===== src/rtl/ifu_fetch_stage_pkg.sv =====
// Shared types and constants for the instruction fetch stage.
package ifu_fetch_stage_pkg;

  localparam int unsigned PC_W             = 32;
  localparam int unsigned INSTR_W          = 32;
  localparam logic [PC_W-1:0] RESET_PC_DEFAULT = 32'h8000_0000;
  localparam logic [PC_W-1:0] PC_INC           = 32'd4;
  localparam logic [PC_W-1:0] PC_ALIGN_MASK    = 32'hffff_fffc;

  typedef enum logic [0:0] {
    IDLE  = 1'b0,
    FETCH = 1'b1
  } fetch_state_e;

  typedef struct packed {
    logic [PC_W-1:0]    pc;
    logic [INSTR_W-1:0] instr;
  } fetch_entry_t;

endpackage


===== src/rtl/ifu_fetch_stage_fetch_fifo.sv =====
// Circular queue of {pc, instr} entries between icache capture and decode.
module fetch_fifo
  import ifu_fetch_stage_pkg::*;
#(
  parameter int unsigned DEPTH = 4,
  localparam int unsigned PTR_W = $clog2(DEPTH),
  localparam int unsigned CNT_W = PTR_W + 1
) (
  input  logic             clk,
  input  logic             reset,
  input  logic             flush,
  input  logic             enq,
  input  logic             deq,
  input  fetch_entry_t     enq_data,
  output fetch_entry_t     deq_data,
  output logic [CNT_W-1:0] count,
  output logic             full,
  output logic             empty
);

  localparam logic [PTR_W-1:0] PTR_ONE = PTR_W'(1);
  localparam logic [CNT_W-1:0] CNT_ONE = CNT_W'(1);

  fetch_entry_t     mem_r [DEPTH];
  logic [PTR_W-1:0] head_r;
  logic [PTR_W-1:0] tail_r;
  logic [CNT_W-1:0] count_r;
  logic             deq_s;

  assign deq_s = deq && (count_r != '0);
  assign count = count_r;
  assign full  = (count_r == CNT_W'(DEPTH));
  assign empty = (count_r == '0);

  // Pointer and occupancy update; flush drops everything including a same-cycle dequeue.
  always_ff @(posedge clk) begin
    if (reset || flush) begin
      head_r  <= '0;
      tail_r  <= '0;
      count_r <= '0;
    end else begin
      if (enq)   tail_r <= tail_r + PTR_ONE;
      if (deq_s) head_r <= head_r + PTR_ONE;
      case ({enq, deq_s})
        2'b10:   count_r <= count_r + CNT_ONE;
        2'b01:   count_r <= count_r - CNT_ONE;
        default: count_r <= count_r;
      endcase
    end
  end

  // Payload storage; a full queue may write the head slot as it is being read out.
  always_ff @(posedge clk) begin
    if (enq && !flush && !reset) mem_r[tail_r] <= enq_data;
  end

  // Head is presented only when valid so stale storage never reaches decode.
  always_comb begin
    if (count_r == '0) begin
      deq_data = '0;
    end else begin
      deq_data = mem_r[head_r];
    end
  end

endmodule


===== src/rtl/ifu_fetch_stage.sv =====
// Fetch stage: PC register, IDLE/FETCH control and the decode-facing queue.
// Optional FETCH_STALL_CNT_EN adds a stall_cycles counter for full-queue stalls.
module ifu_fetch_stage
  import ifu_fetch_stage_pkg::*;
#(
  parameter logic [PC_W-1:0] RESET_PC    = RESET_PC_DEFAULT,
  parameter int unsigned     QUEUE_DEPTH = 4
) (
  input  logic               clk,
  input  logic               reset,
  input  logic               fetch_en,
  input  logic               redirect_valid,
  input  logic [PC_W-1:0]    redirect_pc,
  output logic [PC_W-1:0]    fetch_address,
  input  logic [INSTR_W-1:0] instruction,
  output logic               deq_valid,
  output logic [PC_W-1:0]    deq_pc,
  output logic [INSTR_W-1:0] deq_instr,
  input  logic               deq_ready
`ifdef FETCH_STALL_CNT_EN
  ,
  output logic [31:0]        stall_cycles
`endif
);

  localparam int unsigned CNT_W = $clog2(QUEUE_DEPTH) + 1;

  fetch_state_e     state_r;
  fetch_state_e     state_next_s;
  logic [PC_W-1:0]  pc_r;
  logic             enq_s;
  logic             stall_s;
  logic             deq_fire_s;
  logic             room_s;
  logic [CNT_W-1:0] count_s;
  logic             full_s;
  logic             empty_s;
  fetch_entry_t     enq_entry_s;
  fetch_entry_t     head_entry_s;

  assign deq_valid     = !empty_s;
  assign deq_fire_s    = deq_valid && deq_ready;
  assign room_s        = (count_s < CNT_W'(QUEUE_DEPTH));
  assign fetch_address = pc_r;
  assign deq_pc        = head_entry_s.pc;
  assign deq_instr     = head_entry_s.instr;
  assign enq_entry_s   = '{pc: pc_r, instr: instruction};

  // State register.
  always_ff @(posedge clk) begin
    if (reset) begin
      state_r <= IDLE;
    end else begin
      state_r <= state_next_s;
    end
  end

  // Next state follows fetch_en; redirects leave the state alone.
  always_comb begin
    state_next_s = state_r;
    case (state_r)
      IDLE:    state_next_s = fetch_en ? FETCH : IDLE;
      FETCH:   state_next_s = fetch_en ? FETCH : IDLE;
      default: state_next_s = IDLE;
    endcase
  end

  // Enqueue and stall decode; a redirect suppresses both for its cycle.
  always_comb begin
    enq_s   = 1'b0;
    stall_s = 1'b0;
    case (state_r)
      FETCH: begin
        if (redirect_valid) begin
          enq_s   = 1'b0;
          stall_s = 1'b0;
        end else begin
          enq_s   = room_s || deq_fire_s;
          stall_s = full_s && !deq_fire_s;
        end
      end
      IDLE: begin
        enq_s   = 1'b0;
        stall_s = 1'b0;
      end
      default: begin
        enq_s   = 1'b0;
        stall_s = 1'b0;
      end
    endcase
  end

  // PC register: redirect target is word-aligned, sequential fetch wraps at 2^32.
  always_ff @(posedge clk) begin
    if (reset) begin
      pc_r <= RESET_PC;
    end else if (redirect_valid) begin
      pc_r <= redirect_pc & PC_ALIGN_MASK;
    end else if (enq_s) begin
      pc_r <= pc_r + PC_INC;
    end
  end

`ifdef FETCH_STALL_CNT_EN
  // Full-queue stall counter, survives redirects.
  always_ff @(posedge clk) begin
    if (reset) begin
      stall_cycles <= 32'd0;
    end else if (stall_s) begin
      stall_cycles <= stall_cycles + 32'd1;
    end
  end
`else
  logic stall_unused_s;
  assign stall_unused_s = stall_s;
`endif

  fetch_fifo #(
    .DEPTH (QUEUE_DEPTH)
  ) u_fetch_fifo (
    .clk      (clk),
    .reset    (reset),
    .flush    (redirect_valid),
    .enq      (enq_s),
    .deq      (deq_fire_s),
    .enq_data (enq_entry_s),
    .deq_data (head_entry_s),
    .count    (count_s),
    .full     (full_s),
    .empty    (empty_s)
  );

endmodule


===== config.mk =====
export PLATFORM = sky130hd
export DESIGN_NAME = ifu_fetch_stage
export DESIGN_NICKNAME = d
export VERILOG_FILES = /design/src/rtl/ifu_fetch_stage_pkg.sv /design/src/rtl/ifu_fetch_stage_fetch_fifo.sv /design/src/rtl/ifu_fetch_stage.sv
export SDC_FILE = /design/constraint.sdc
export NUM_CORES = 1
export LEC_CHECK = 0
export CAP_MARGIN = 5
export CORE_MARGIN = 2
export CORE_UTILIZATION = 55
export DETAILED_ROUTE_END_ITERATION = 8
export GPL_TIMING_DRIVEN = 0
export PLACE_DENSITY_LB_ADDON = 0.12
export RECOVER_POWER = 25
export SKIP_LAST_GASP = 1
export SYNTH_ARGS = -nofsm -noshare
export SYNTH_HDL_FRONTEND = slang
export SYNTH_HIERARCHICAL = 1
export SYNTH_SLANG_ARGS = --single-unit

===== constraint.sdc =====
create_clock -name clk -period 4.7 [get_ports clk]
set_input_delay 1.175 -clock clk [delete_from_list [all_inputs] [get_ports clk]]
set_output_delay 1.175 -clock clk [all_outputs]
set_load 0.005 [all_outputs]

==> flow_summary_export.csv, run 1 <==
group,metric,value,unit
status,status,"completed",
cts,path_clk_slew,60,ps
floorplan,die_w,152,microns
placement,place_congestion,0.908,
power_and_ir_drop,power_density,356,nW/um^2
timing,finClkSkew,23.6,ps
worst_hold_path,min_path_type,"reg2reg",
timing,worst_pin_slew,658,ps
grt,gr-usage-all-layers,22.4,%
grt,met2_usage,37.8,%
floorplan,rows,53,
timing,drv_slew,0,
layout,fin_nets,967,
placement,hpwl,16100,microns
floorplan,dieHeight,152,microns
timing,finalWorstSetupSlack,713,ps
timing,period_share,84.8,%
placement,io_buffers,161,
power_and_ir_drop,p_leak,4.75,nW
cts,clkLatencyLatePin,540,ps
layout,drive_above_1_share,15.9,%
setup_path,slowest_stage,"clkbuf_1",
detailed_routing,vias,6779,
cts,clockRootBuffer,"clkbuf_16",
timing,max_freq,251,MHz
floorplan,initial_core_util,56.5,%
detailed_routing,initialDrtViolationCount,376,
floorplan,core-area,21200,sq um
setup_path,endpoint_kind,"flip-flop",
power_and_ir_drop,power,5.34,mW
setup_path,crit_arrival,4460,ps
cts,cts_tree,"built",
cts,hold_buffers,0,
grt,antenna_found_initial,0,
cts,cts_sinks,296,
setup_path,worstPathCellList,"nor3_4 -> clkbuf_1 -> nand2b_1 -> buf_2 -> inv_1 -> o21ai_1 -> nor2_1 -> inv_1 -> ha_1 -> inv_1 -> fa_1 -> xor2_1 -> or3_1 -> a21oi_1",
cts,htreeDepth,1,
grt,grt.busiest_layer,"met2",
cts,cts_max_path_buffers,3,
timing,period_needed,3990,ps
grt,gr-total-overflow,0,
logic_synthesis,syn_area,12000,sq um
setup_path,cpMostUsedCell,"inv_1",
cts,cts_made_buffers,29,
detailed_routing,post-route-drc-count,0,
cts,cts_setup_buffers,0,
logic_synthesis,synthCells,686,
detailed_routing,wl,25100,microns
timing,whs,516,ps
timing,finalSetupViolCount,0,
timing,rsz0062_at_grt,"false",
grt,use_met1,30.9,%
detailed_routing,drt_pass1_iterations,4,
setup_path,path_class,"reg2reg",
setup_path,crit_path_max_fanout,11,
detailed_routing,drtAntennaViolNets,0,
timing,maxSlewHeadroom,56.1,%
grt,use_met3,3.86,%
setup_path,required,5170,ps
logic_synthesis,avgSynthCellArea,17.5,sq um
grt,grt_pass1_vias,7115,
setup_path,worstSetupStartpointType,"flip-flop",
floorplan,pin_count,166,
timing,hold_violations,0,
layout,n_antenna_cell,0,
grt,grt_max_degree,48,
placement,preCtsSetupSlack,499,ps
power_and_ir_drop,vdd_ir_drop_max,357,uV
grt,grt_pass1_wl,39000,microns
cts,cts_resized,0,
detailed_routing,wl_per_cell,21.1,microns
logic_synthesis,yosysWarnings,6,
run,maxCapViolations,0,
floorplan,die-area,23000,sq um
layout,area_growth,25.3,%
detailed_routing,drt-vias-per-instance,5.71,
setup_path,cp_slowest_stage_delay,530,ps
-- through the flow --
step | std cells | utilization (%) | setup TNS [ps] | cell area (sq um)
after floorplan | 695 | - | 0 | 12000
after global placement | 1131 | 65.8 | -298900 | 14000
after detailed placement | 1135 | 66.4 | 0 | 14100
after CTS | 1188 | 70.7 | 0 | 15000
after global routing | 1188 | 70.7 | 0 | 15000
final | 1188 | 70.7 | 0 | 15000
-- path summary, 6_finish.rpt --
check             slack [ps]  cells past startpoint                                 from                             endpoint
setup / recovery         710                     14   u_fetch_fifo/count[1]$_SDFFE_PP0P_   u_fetch_fifo/count[2]$_SDFFE_PP0P_
hold / removal           520                      2  u_fetch_fifo/head_r[1]$_SDFFE_PP0P_  u_fetch_fifo/head_r[1]$_SDFFE_PP0P_
setup reg to reg         710                     14   u_fetch_fifo/count[1]$_SDFFE_PP0P_   u_fetch_fifo/count[2]$_SDFFE_PP0P_
hold reg to reg          520                      2  u_fetch_fifo/head_r[1]$_SDFFE_PP0P_  u_fetch_fifo/head_r[1]$_SDFFE_PP0P_
-- cell type report --
type | instances | area, sq um
fillers | 1372 | 6210
flip-flops and latches | 296 | 8490
multi-input cells | 344 | 3260
plain buffers | 37 | 215
clock buffers | 36 | 772
repair buffers | 165 | 1720
well taps | 275 | 344
clock inverters | 17 | 140
inverters | 18 | 67.6
-- flip-flops by register name, summed over array words and instances, names as in the netlist, named ones only --
signal,flops
u_fetch_fifo/mem_r,256
fetch_address,30
u_fetch_fifo/count,3
u_fetch_fifo/head_r,2
u_fetch_fifo/tail_r,2
state_r,1
-- power breakdown --
part / switching [mW] / internal, mW / leakage, nW
Sequential: 0.0463 / 2.88 / 2.65
Clock: 0.928 / 1.27 / 0.446
Combinational: 0.0924 / 0.123 / 1.65
Total: 1.07 / 4.28 / 4.75
-- worst max-delay path, delay by kind of cell, from the launching register on --
family	cells	cell delay (ps)
AOI/OAI and AO/OA	2	640
xor gates and xnor gates	1	180
adders and majority gates	2	580
buffers and inverters	5	1050
DFF	1	360
and+or+nand+nor	4	1110
-- cells in the final DEF (no fill, tap or decap), types with 10 or more instances in the layout --
cell / count
a211oi_1: 16
nor2_1: 27
nand4_1: 10
dlygate4sd3_1: 11
clkdlybuf4s50_1: 150
nor2b_1: 62
inv_1: 17
conb_1: 10
clkbuf_16: 29
nand2_1: 30
xor2_1: 12
clkbuf_1: 20
xnor2_1: 17
dfxtp_1: 40
mux4_2: 64
a21oi_1: 17
edfxtp_1: 256
-- layer usage --
metal | up-vias | part of all wire (%)
met5 | - | 0
met4 | 0 | 1.7
met3 | 38 | 6.6
met2 | 230 | 49
met1 | 3447 | 42
li1 | 3064 | -
No activity file was read; power rests on OpenSTA's default activity.
==> inputs of run 2 (changes only) <==
clock period = 3.95 ns   (was 4.7 ns; I/O delays follow)
==> run 2 against run 1 <==
Against the previous run: first-iteration DRC count up 15%; total power up 19%; flip-flop and latch count unchanged; worst setup slack worse by 400 ps; die area unchanged; global-route usage about the same; combinational power up 19%; sequential power up 19%; via count about the same; critical path depth down 9; non-clock buffer count unchanged; register-to-register slack worse by 310 ps; largest power group unchanged.
==> flow_summary_export.csv, run 2 (synthesized netlist as in run 1, its figures left out) <==
group,metric,value,unit
status,status,"completed",
setup_path,worstSetupStartpointType,"flip-flop",
power_and_ir_drop,swShare,20.0,%
power_and_ir_drop,pwr-share-comb,4.0,%
grt,grt_max_degree,48,
cts,cts_tree,"built",
setup_path,crit_path_max_fanout,10,
setup_path,slowest_stage,"clkbuf_1",
detailed_routing,wl_per_cell,21.1,microns
setup_path,reg2reg_depth,14,
floorplan,pin_count,166,
layout,postLayoutCellArea,15000,sq um
power_and_ir_drop,p_leak,4.75,nW
setup_path,cp_slowest_stage_delay,510,ps
floorplan,dieHeight,152,microns
cts,path_clk_slew,60,ps
power_and_ir_drop,vdd_ir_drop_max,425,uV
setup_path,crit_arrival,2650,ps
placement,io_buffers,161,
cts,clkLatencyLatePin,540,ps
layout,regMostFlops,"u_fetch_fifo/mem_r",
cts,clockRootBuffer,"clkbuf_16",
grt,gr-usage-all-layers,22.4,%
timing,finClkSkew,23.9,ps
placement,hpwl,16100,microns
floorplan,initial_core_util,56.5,%
grt,grt_pass1_vias,7117,
detailed_routing,drt-vias-per-instance,5.70,
setup_path,r2r_slack,400,ps
setup_path,path_class,"reg2out",
timing,worst_pin_slew,656,ps
timing,whs,517,ps
timing,drv_slew,0,
setup_path,rr_endpoint,"u_fetch_fifo/count[2]$_SDFFE_PP0P_",
floorplan,die_w,152,microns
worst_hold_path,min_path_type,"reg2reg",
cts,cts_max_path_buffers,3,
power_and_ir_drop,seq_power_share,54.8,%
placement,placed_area,14100,sq um
cts,htreeDepth,1,
timing,rsz0062_at_grt,"false",
timing,maxSlewHeadroom,56.3,%
detailed_routing,wl,25000,microns
timing,hold_violations,0,
timing,finalSetupViolCount,0,
power_and_ir_drop,switchingPower,1.27,mW
layout,layout_common_cells,"256 x edfxtp_1, 150 x clkdlybuf4s50_1, 64 x mux4_2, 62 x nor2b_1, 40 x dfxtp_1",
grt,gr-total-overflow,0,
placement,place_congestion,0.908,
grt,antenna_found_initial,0,
detailed_routing,post-route-drc-count,0,
power_and_ir_drop,pwr-share-clk,41.2,%
layout,area_growth,25.3,%
timing,max_freq,275,MHz
detailed_routing,drtAntennaViolNets,0,
floorplan,core-area,21200,sq um
floorplan,rows,53,
cts,cts_sinks,296,
run,maxCapViolations,0,
timing,period_share,92.1,%
cts,cts_made_buffers,29,
timing,period_needed,3640,ps
power_and_ir_drop,power.internal,5.09,mW
grt,grt_pass1_wl,39000,microns
layout,n_antenna_cell,0,
setup_path,worstPathCellList,"nor3_4 -> buf_4 -> clkbuf_1 -> nor2b_1 -> clkdlybuf4s50_1",
setup_path,r2r_start,"u_fetch_fifo/count[1]$_SDFFE_PP0P_",
setup_path,required,2960,ps
cts,cts_setup_buffers,0,
detailed_routing,vias,6773,
worst_hold_path,min_to,"u_fetch_fifo/head_r[1]$_SDFFE_PP0P_",
layout,final_common_cell,"edfxtp_1",
layout,largest_register_ffs,256,
worst_hold_path,hold_depth,2,
power_and_ir_drop,power_density,423,nW/um^2
detailed_routing,drt_pass1_iterations,4,
floorplan,die-area,23000,sq um
setup_path,endpoint_kind,"output pin",
layout,fin_nets,967,
worst_hold_path,worst_hold_startpoint,"u_fetch_fifo/head_r[1]$_SDFFE_PP0P_",
layout,drive_above_1_share,16.1,%
setup_path,startpoint,"u_fetch_fifo/count[1]$_SDFFE_PP0P_",
detailed_routing,initialDrtViolationCount,433,
## run 2: cell counts in the layout (fill, tap and decap cells not counted)
No cell type changed its count.
## run 2: routing by layer
metal | routed length, microns | vias up | GRT usage [%]
li1 | - | 3067 | -
met1 | 10600 | 3428 | 30.9
met2 | 12400 | 245 | 37.8
met3 | 1730 | 33 | 3.77
met4 | 365 | 0 | 5.19
met5 | 0 | - | 0
## run 2: per-stage QoR
stage / util (%) / TNS [ps] / total power [mW] / cells / worst slack (ps)
2_1_floorplan: - / 0 / 3.62 / 695 / 178
3_3_place_gp: 65.8 / -442900 / 3.79 / 1131 / -1750
3_5_place_dp: 66.4 / -63.9 / 3.80 / 1135 / -63.9
4_1_cts: 70.7 / 0 / 6.42 / 1188 / 211
5_1_grt: 70.8 / 0 / 6.57 / 1188 / 195
6_report: 70.8 / 0 / 6.36 / 1188 / 313
## run 2: how the worst max path moves through the flow
stage	slack, ps	endpoint	cells after the start
after floorplan	180	u_fetch_fifo/mem_r[0][0]$_DFFE_PP_	6
after global placement	-1750	u_fetch_fifo/mem_r[1][49]$_DFFE_PP_	7
after detailed placement	-60	u_fetch_fifo/count[2]$_SDFFE_PP0P_	13
after CTS	210	u_fetch_fifo/count[2]$_SDFFE_PP0P_	14
after global routing	200	deq_pc[21]	5
final	310	deq_pc[21]	5
## run 2: cell type report
class | count | area (sq um)
Timing Repair Buffer | 165 | 1720
Multi-Input combinational cell | 344 | 3270
Clock inverter | 17 | 140
Buffer | 37 | 216
Clock buffer | 36 | 772
Inverter | 18 | 67.6
Fill cell | 1369 | 6200
Sequential cell | 296 | 8490
Tap cell | 275 | 344
## run 2: worst max-delay path, delay by kind of cell, from the launching register on
family        cells  cell delay [ps]
buf+inv           3             1260
flops             1              360
simple gates      2              490
## run 2: repair_timing
action | in CTS | in global routing
hold buffers | 0 | 0
cloned | 0 | 0
setup endpoints to repair | 1 | 1
resized for setup | 1 | 1
## run 2: power by group through the flow
stage | registers, mW | logic [mW] | clock network, mW
after floorplan | 3.53 | 0.0851 | 0
after global placement | 3.54 | 0.246 | 0
after detailed placement | 3.55 | 0.255 | 0
after CTS | 3.48 | 0.258 | 2.68
after global routing | 3.49 | 0.277 | 2.80
final | 3.48 | 0.256 | 2.62
==> inputs of run 3 (changes only) <==
CORE_UTILIZATION = 54   (was 55)
SYNTH_HIERARCHICAL = unset   (was 1)
==> run 3 against run 2 <==
Against the previous run: via count shrank 2.5%; combinational power increased by 11%; clock skew decreased by 15 ps; fmax fell by 3.4%; sequential share of layout area increased by 0.30 points; critical path depth shrank 1; synthesized cell count shrank 2.2%; critical path type unchanged; largest cell class unchanged; highest routed layer unchanged.
==> flow_summary_export.csv, run 3 <==
group,metric,value,unit
cts,cts_max_path_buffers,3,
grt,gr-usage-all-layers,21.2,%
timing,worst_pin_slew,655,ps
cts,htreeDepth,1,
detailed_routing,wl_per_cell,20.3,microns
layout,postLayoutCellArea,14500,sq um
floorplan,pin_count,166,
setup_path,r2r_slack,1150,ps
setup_path,crit_arrival,2780,ps
setup_path,path_class,"reg2out",
cts,cts_tree,"built",
logic_synthesis,avgSynthCellArea,17.2,sq um
logic_synthesis,syn_area,11600,sq um
timing,rsz0062_at_grt,"false",
timing,finalSetupTns,0,ps
placement,placed_area,13600,sq um
floorplan,initial_core_util,54.9,%
detailed_routing,drt-vias-per-instance,5.68,
setup_path,crit_path_max_fanout,10,
timing,finalWorstSetupSlack,184,ps
floorplan,rows,53,
cts,cts_made_buffers,29,
logic_synthesis,yosysSeqAreaShare,71.4,%
run,maxCapViolations,0,
logic_synthesis,synth.lib_cells_used.distinct,42,
timing,period_needed,3770,ps
timing,finalSetupViolCount,0,
timing,finClkSkew,8.80,ps
power_and_ir_drop,power,6.32,mW
floorplan,core-area,21000,sq um
detailed_routing,drt_pass1_iterations,7,
logic_synthesis,yosysWarnings,0,
placement,place_inst,1112,
layout,drive_above_1_share,15.1,%
power_and_ir_drop,vdd_ir_drop_max,289,uV
layout,n_antenna_cell,0,
layout,layout_common_cells,"248 x edfxtp_1, 148 x clkdlybuf4s50_1, 67 x and2_1, 62 x mux4_2, 40 x dfxtp_1",
cts,path_clk_slew,60,ps
layout,finalNonFillerCells,1163,
timing,whs,539,ps
logic_synthesis,async_flop_share,0,%
layout,final_common_cell,"edfxtp_1",
logic_synthesis,synthTopCellsByArea,"edfxtp_1 64%, mux4_2 12%, dfxtp_1 6.9%, and2_1 3.8%, xnor2_1 1.8%",
timing,drv_slew,0,
layout,post-route-util,69.0,%
timing,maxSlewHeadroom,56.3,%
timing,period_share,95.3,%
logic_synthesis,ys_ff_latch,288,
grt,grt_pass1_vias,6766,
worst_hold_path,min_path_type,"reg2reg",
layout,fin_nets,943,
cts,cts_setup_buffers,0,
logic_synthesis,synth_ff_type,"edfxtp_1",
layout,area_growth,25.7,%
cts,cts_sinks,288,
detailed_routing,drtAntennaViolNets,0,
power_and_ir_drop,p_leak,4.65,nW
cts,clkLatencyLatePin,540,ps
logic_synthesis,yosys.area.top_type_share,64.5,%
setup_path,endpoint_kind,"output pin",
placement,preCtsSetupSlack,26.7,ps
detailed_routing,initialDrtViolationCount,413,
timing,hold_violations,0,
cts,cts_resized,21,
placement,io_buffers,159,
logic_synthesis,yosysMostFrequentCell,"edfxtp_1",
logic_synthesis,synthCells,671,
detailed_routing,vias,6601,
timing,max_freq,266,MHz
cts,hold_buffers,0,
detailed_routing,post-route-drc-count,0,
floorplan,die_w,150,microns
layout,regMostFlops,"u_fetch_fifo.mem_r",
status,status,"completed",
grt,grt_max_degree,37,
cts,clockRootBuffer,"clkbuf_16",
grt,antenna_found_initial,0,
logic_synthesis,synth_area_leader_cell,"edfxtp_1",
logic_synthesis,synth_edf_count,248,
logic_synthesis,synthTopCellsByCount,"248 x edfxtp_1, 71 x and2_1, 62 x mux4_2",
power_and_ir_drop,power_density,435,nW/um^2
placement,place_congestion,0.921,
grt,gr-total-overflow,0,
floorplan,dieHeight,150,microns
placement,hpwl,15200,microns
floorplan,die-area,22600,sq um
detailed_routing,wl,23600,microns
layout,largest_register_ffs,248,
setup_path,worstSetupStartpointType,"flip-flop",
grt,grt_pass1_wl,36700,microns
setup_path,required,2960,ps
run 3: cell types whose count changed in the layout (fill, tap and decap cells not counted), moves of 7 or more:
| cell | delta |
|---|---|
| nor2b_1 | -60 |
| buf_6 | -7 |
| xnor2_1 | +7 |
| and2_1 | +65 |
| edfxtp_1 | -8 |
| xor2_1 | -9 |
run 3: cell families after synthesis:
family          after synthesis  share of synthesized area [%]
compound gates               46                           2.61
other cells                   1                         0.0325
simple gates                188                           9.15
mux                          62                           12.1
fa+ha+maj                     7                          0.823
flops                       288                           71.4
xor+xnor                     27                           2.05
buf+inv                      52                           1.84
run 3: cell type report:
cell class              instances  area [sq um]
clock buffers                  36           762
repair buffers                163          1670
clock inverters                16           151
fillers                      1361          6510
multi-input cells             334          3110
flip-flops and latches        288          8250
plain buffers                  38           178
well taps                     275           344
inverters                      13          48.8
run 3: report_power, final:
group | total (mW) | switching (mW) | internal [mW]
clock network | 2.63 | 1.08 | 1.55
registers | 3.40 | 0.0620 | 3.34
logic | 0.283 | 0.116 | 0.167
total | 6.32 | 1.26 | 5.06
run 3: critical path, stage by stage (launching register included):
cell and delay, ps:
dfxtp_1 590, buf_2 430, mux4_2 540, and2_1 180, clkdlybuf4s50_1 500
run 3: per-layer routing:
metal / vias up / track usage (%) / share of wire [%]
met5: - / 0 / 0
met4: 0 / 4.76 / 1.8
met3: 41 / 3.42 / 5.9
met2: 252 / 34.4 / 49
met1: 3315 / 30.7 / 43
li1: 2993 / - / -
run 3: final timing paths:
path | end | cells past startpoint | start
max reg2reg | fetch_address[28]$_SDFFE_PP0P_ | 7 | fetch_address[2]$_SDFFE_PP0P_
min reg2reg | u_fetch_fifo.count[2]$_SDFFE_PP0P_ | 2 | u_fetch_fifo.count[2]$_SDFFE_PP0P_
max | deq_pc[5] | 4 | flip-flop
min | u_fetch_fifo.count[2]$_SDFFE_PP0P_ | 2 | u_fetch_fifo.count[2]$_SDFFE_PP0P_
